--- config.mk ---
export PLATFORM = sky130hd
export DESIGN_NAME = sram_access_ctrl
export DESIGN_NICKNAME = d
export VERILOG_FILES = /design/src/rtl/sram_access_ctrl.sv
export SDC_FILE = /design/constraint.sdc
export NUM_CORES = 1
export LEC_CHECK = 0
export ABC_CLOCK_PERIOD_IN_PS = 1650
export CORE_MARGIN = 4
export CORE_UTILIZATION = 41
export CTS_CLUSTER_DIAMETER = 30
export CTS_CLUSTER_SIZE = 25
export DETAILED_ROUTE_END_ITERATION = 10
export PLACE_DENSITY_LB_ADDON = 0.3
export SETUP_SLACK_MARGIN = 0.1
export SLEW_MARGIN = 0
export SYNTH_ARGS = -nofsm -noshare
export SYNTH_HDL_FRONTEND = slang
export SYNTH_SLANG_ARGS = --single-unit
export TNS_END_PERCENT = 30
--- constraint.sdc ---
create_clock -name clk -period 1.65 [get_ports clk]
set_clock_uncertainty 0.05 [all_clocks]
set_input_delay 0.33 -clock clk [delete_from_list [all_inputs] [get_ports clk]]
set_output_delay 0.33 -clock clk [all_outputs]
set_load 0.02 [all_outputs]
--- src/rtl/sram_access_ctrl.sv ---
// Burst initiator for a single-port synchronous SRAM with registered dout.
// Write beats stream straight to the array; read beats return through a 2-entry buffer.
module sram_access_ctrl #(
    parameter int DATA_WIDTH = 8,
    parameter int ADDR_WIDTH = 3,
    parameter int LEN_WIDTH  = 3
) (
    input  logic                  clk,
    input  logic                  rst,
    input  logic                  cmd_valid,
    output logic                  cmd_ready,
    input  logic                  cmd_we,
    input  logic [ADDR_WIDTH-1:0] cmd_addr,
    input  logic [LEN_WIDTH-1:0]  cmd_len,
    input  logic                  wr_valid,
    output logic                  wr_ready,
    input  logic [DATA_WIDTH-1:0] wr_data,
    output logic                  rd_valid,
    input  logic                  rd_ready,
    output logic [DATA_WIDTH-1:0] rd_data,
    output logic                  busy,
    output logic [ADDR_WIDTH-1:0] ram_addr,
    output logic [DATA_WIDTH-1:0] ram_din,
    output logic                  ram_en,
    output logic                  ram_we,
    input  logic [DATA_WIDTH-1:0] ram_dout
);

    typedef enum logic [1:0] {IDLE, WRITE, READ, DRAIN} state_t;

    state_t                state_q, state_d;
    logic [ADDR_WIDTH-1:0] addr_q, addr_d;
    logic [LEN_WIDTH-1:0]  rem_q, rem_d;
    logic                  inflight_q, inflight_d;
    logic [1:0]            cnt_q, cnt_d;
    logic                  wptr_q, rptr_q;
    logic [DATA_WIDTH-1:0] buf_q [2];

    logic       cmd_fire;
    logic       wr_fire;
    logic       issue;
    logic       push;
    logic       pop_buf;
    logic       rd_fire;
    logic       last;
    logic       drained;
    logic [1:0] occ;

    assign cmd_fire = cmd_valid & cmd_ready;
    assign wr_fire  = wr_valid & wr_ready;
    assign last     = (rem_q == '0);
    assign occ      = cnt_q + {1'b0, inflight_q};
    assign issue    = (state_q == READ) && (occ < 2'd2);

    // An empty buffer lets returning SRAM data flow straight to the client.
    assign rd_valid = (cnt_q != 2'd0) | inflight_q;
    assign rd_fire  = rd_valid & rd_ready;
    assign pop_buf  = (cnt_q != 2'd0) & rd_ready;
    assign push     = inflight_q & ~((cnt_q == 2'd0) & rd_ready);
    assign drained  = (occ == 2'd0) | ((occ == 2'd1) & rd_fire);

    assign rd_data  = (cnt_q != 2'd0) ? buf_q[rptr_q] :
                      inflight_q      ? ram_dout      : '0;
    assign ram_addr = addr_q;
    assign busy     = (state_q != IDLE);

    always_ff @(posedge clk or posedge rst) begin
        if (rst) begin
            state_q <= IDLE;
        end else begin
            state_q <= state_d;
        end
    end

    always_comb begin
        state_d = state_q;
        unique case (state_q)
            IDLE:    if (cmd_fire) state_d = cmd_we ? WRITE : READ;
            WRITE:   if (wr_fire && last) state_d = IDLE;
            READ:    if (issue && last) state_d = DRAIN;
            DRAIN:   if (drained) state_d = IDLE;
            default: state_d = IDLE;
        endcase
    end

    always_comb begin
        cmd_ready = 1'b0;
        wr_ready  = 1'b0;
        ram_en    = 1'b0;
        ram_we    = 1'b0;
        ram_din   = '0;
        unique case (state_q)
            IDLE: cmd_ready = ~rst;
            WRITE: begin
                wr_ready = 1'b1;
                ram_en   = wr_valid;
                ram_we   = wr_valid;
                ram_din  = wr_data;
            end
            READ:    ram_en = issue;
            default: ;
        endcase
    end

    always_comb begin
        addr_d     = addr_q;
        rem_d      = rem_q;
        inflight_d = issue;
        cnt_d      = cnt_q + {1'b0, push} - {1'b0, pop_buf};
        if (cmd_fire) begin
            addr_d = cmd_addr;
            rem_d  = cmd_len;
        end else if (wr_fire || issue) begin
            addr_d = addr_q + ADDR_WIDTH'(1);
            rem_d  = rem_q - LEN_WIDTH'(1);
        end
    end

    always_ff @(posedge clk or posedge rst) begin
        if (rst) begin
            addr_q     <= '0;
            rem_q      <= '0;
            inflight_q <= 1'b0;
            cnt_q      <= 2'd0;
            wptr_q     <= 1'b0;
            rptr_q     <= 1'b0;
        end else begin
            addr_q     <= addr_d;
            rem_q      <= rem_d;
            inflight_q <= inflight_d;
            cnt_q      <= cnt_d;
            if (push) begin
                wptr_q <= ~wptr_q;
            end
            if (pop_buf) begin
                rptr_q <= ~rptr_q;
            end
        end
    end

    always_ff @(posedge clk) begin
        if (push) begin
            buf_q[wptr_q] <= ram_dout;
        end
    end

endmodule

==> reports/qor.tcl <==
set qor(outcome) {finished, violations left}
set qor(violations_in_the_final_reports) {negative setup slack}
set qor(cells_after_synth) 136
set qor(grt_setup_unrepaired) {true}
set qor(clock-root-buffer) {sky130_fd_sc_hd__clkbuf_8}
set qor(postRouteAntennaNets) 0
set qor(postRouteWirelength_um) 3820
set qor(ys.warnings.count) 0
set qor(core-area_mm2) 0.00366
set qor(critPathLaunchType) {flop}
set qor(timing.setup.critical_path_class) {flop to output port}
set qor(clkTransAtPathRegs_ns) 0.06
set qor(rows) 22
set qor(viasPerCell) 4.90
set qor(tightestPinTransition_ns) 0.303
set qor(synthArstFlopShare) 0.448
set qor(post_synthesis_mean_instance_area_um2) 11.4
set qor(timing.final.crit_period_ns) 1.96
set qor(avgRoutedWirePerCell_um) 13.5
set qor(synth_top_cell_by_area) {sky130_fd_sc_hd__edfxtp_1}
set qor(worst-path-max-fanout) 3
set qor(worst_ir_drop_vdd_mv) 1.11
set qor(worst_r2r_path_depth) 8
set qor(setup_ws_ns) -0.308
set qor(synth_seq_area_share) 0.520
set qor(fin_crit_sh) 1.19
set qor(drt_pass1_iterations) 4
set qor(cts_htree_levels) 2
set qor(place.port_buffers) 52
set qor(synth.area.top_cells) {sky130_fd_sc_hd__edfxtp_1 31%, sky130_fd_sc_hd__dfrtp_1 21%, sky130_fd_sc_hd__ha_1 8.9%}
set qor(gpl_wtd_cong) 0.800
set qor(max_cap_violations) 0
set qor(finalNetCount) 273
set qor(io-pin-count) 53
set qor(overflow) 0
set qor(clkSinkCount) 29
set qor(total_placed_instance_area_mm2) 0.00239
set qor(post_route_cells_drive_above_1_share) 0.451
set qor(finalSetupViolCount) 28
set qor(ys_ff_latch) 29
set qor(hpwlAfterDp_um) 2780
set qor(cts_tree) {done}
set qor(r2r_slack_ns) -0.27
set qor(finish.instance_area_mm2) 0.00265
set qor(critPathRequiredTime_ns) 1.27
set qor(worst_case_hold_slack_ns) 0.413
set qor(die-width_um) 69.5
set qor(cts.hold.buffers_added) 0
set qor(detail_route.iter0.violations) 34
set qor(number_of_antenna_violations_at_the_first_check_in_global_routing) 0
set qor(num_antenna_cells) 0
set qor(timing_max_transition_violations_final) 0
set qor(synth_ff_type) {sky130_fd_sc_hd__edfxtp_1}
set qor(via_count) 1386
set qor(relSlewSlack) 0.797
set qor(grt_start_max_net_pins) 14
set qor(number_of_synthesized_flops_with_an_enable_pin) 16
set qor(grt_pass1_vias) 1433
set qor(netlist.area_leader.share) 0.310
set qor(static-leakage-power_uw) 0.00118
set qor(worst_r2r_startpoint) {state_q[1]}
set qor(crit_path_end_kind) {output port}
set qor(hp-class) {primary input to asynchronous set/reset pin}
set qor(wire_length_of_the_first_global_routing_pass_um) 6090
set qor(die_height_um) 69.5
set qor(clock_insertion_delay_worst_skew_ns) 0.27
set qor(tritoncts.num_buffers) 5
set qor(cell_area_synth_mm2) 0.00155
set qor(initial_standard_cell_utilization_of_the_core) 0.423
set qor(dieArea_mm2) 0.00483
set qor(power_density_mw_per_mm2) 1890
set qor(synth_fp_nets) 175
set qor(synth_cell_types) 31
set qor(clock_tree.buffer_depth) 2
set qor(globalRouteTotalUtil) 0.155
set qor(worstReg2RegEnd) {state_q[1]}
set qor(finalHoldViolations) 0
set qor(place_worst_setup_slack_ns) -0.625
set qor(layout-area-overhead-vs-synth_pct) 71.2
set qor(post-layout-total-power_uw) 5010
set qor(crit_arrival_ns) 1.58
set qor(fmax_mhz) 511
set qor(drc_errors) 0
==> worst max path at each step <==
stage / cells past startpoint / slack, ns / from / to
after CTS: 6 / -0.32 / state_q[1] / ram_en
after global routing: 6 / -0.37 / state_q[1] / ram_en
final: 6 / -0.31 / state_q[1] / ram_en
after detailed placement: 5 / -0.62 / wr_valid / ram_en
after global placement: 5 / -0.61 / wr_valid / ram_en
after floorplan: 6 / -0.14 / state_q[1] / ram_en
==> area by class of cell <==
class | instances | area (um2)
Clock buffer | 6 | 72.6
Clock inverter | 2 | 10.0
Fill cell | 262 | 1010
Inverter | 10 | 40.0
Multi-Input combinational cell | 93 | 797
Sequential cell | 29 | 808
Tap cell | 48 | 60.1
Timing Repair Buffer | 95 | 866
==> power by group <==
group	internal, uW	switching (uW)	leakage, uW	total, uW
clock	291	250	0.0000450	541
combinational	1710	1530	0.000837	3240
sequential	1040	191	0.000299	1230
total	3040	1970	0.00118	5010
==> synthesized netlist by cell type, drive strengths merged, types with 4 or more instances <==
master and instances:
dfrtp 13, nand3 11, o21ai 10, nor2 7, mux2i 12, inv 10
xnor2 4, nand2 7, edfxtp 16, ha 11, and2 9
==> critical path, cell delays in order, from the launching register on <==
cell and delay, ns:
sky130_fd_sc_hd__dfrtp_1 0.40, sky130_fd_sc_hd__inv_2 0.07, sky130_fd_sc_hd__ha_4 0.16, sky130_fd_sc_hd__and2_4 0.13, sky130_fd_sc_hd__o21ba_4 0.21, sky130_fd_sc_hd__and2b_2 0.21, sky130_fd_sc_hd__buf_6 0.12
==> flip-flops by register name, indices dropped and copies added, names as in the netlist <==
signal / flops
rptr_q: 1
inflight_q: 1
buf_q: 16
state_q: 2
wptr_q: 1
ram_addr: 3
rem_q: 3
cnt_q: 2
==> cell usage in the layout (no fill, tap or decap), drive strengths merged, types with 2 or more instances in the layout <==
cell	n
or4	2
edfxtp	16
clkbuf	6
and2	9
dlygate4sd2	3
buf	65
clkinv	2
nor2	7
a21oi	2
nand3	11
o211ai	3
clkdlybuf4s50	27
inv	10
dfrtp	13
o21ai	10
nand2	7
ha	11
xnor2	4
mux2i	12
xor2	3
==> cell families after synthesis <==
family	share of synthesized area
AO/OA/AOI/OAI	0.0759
adder cells (fa/ha/maj)	0.0888
multiplexers	0.0847
XOR/XNOR	0.0395
AND/OR/NAND/NOR	0.153
buffers and inverters	0.0387
flip-flops	0.520
==> stage by stage <==
stage	TNS, ns	utilization	instances
floorplan	-0.858	-	136
global placement	-7.89	0.654	264
detailed placement	-8.77	0.654	264
CTS	-3.58	0.679	277
global route	-6.20	0.725	283
finish	-4.12	0.725	283
==> layer usage <==
metal | track usage | wire, um | vias to the layer above | part of all wire
li1 | - | - | 672 | -
met4 | 0.0716 | 81 | 0 | 0.021
met3 | 0.0522 | 249 | 9 | 0.065
met2 | 0.282 | 2020 | 55 | 0.53
met1 | 0.158 | 1480 | 650 | 0.39
met5 | 0 | 0 | - | 0
==> what timing repair did <==
item | in CTS | in global routing
pin swaps | 0 | 6
gates resized for setup | 120 | 44
setup endpoints to repair | 43 | 48
setup buffers | 4 | 8
gates cloned | 1 | 0
(Power assumes the default switching activity.)
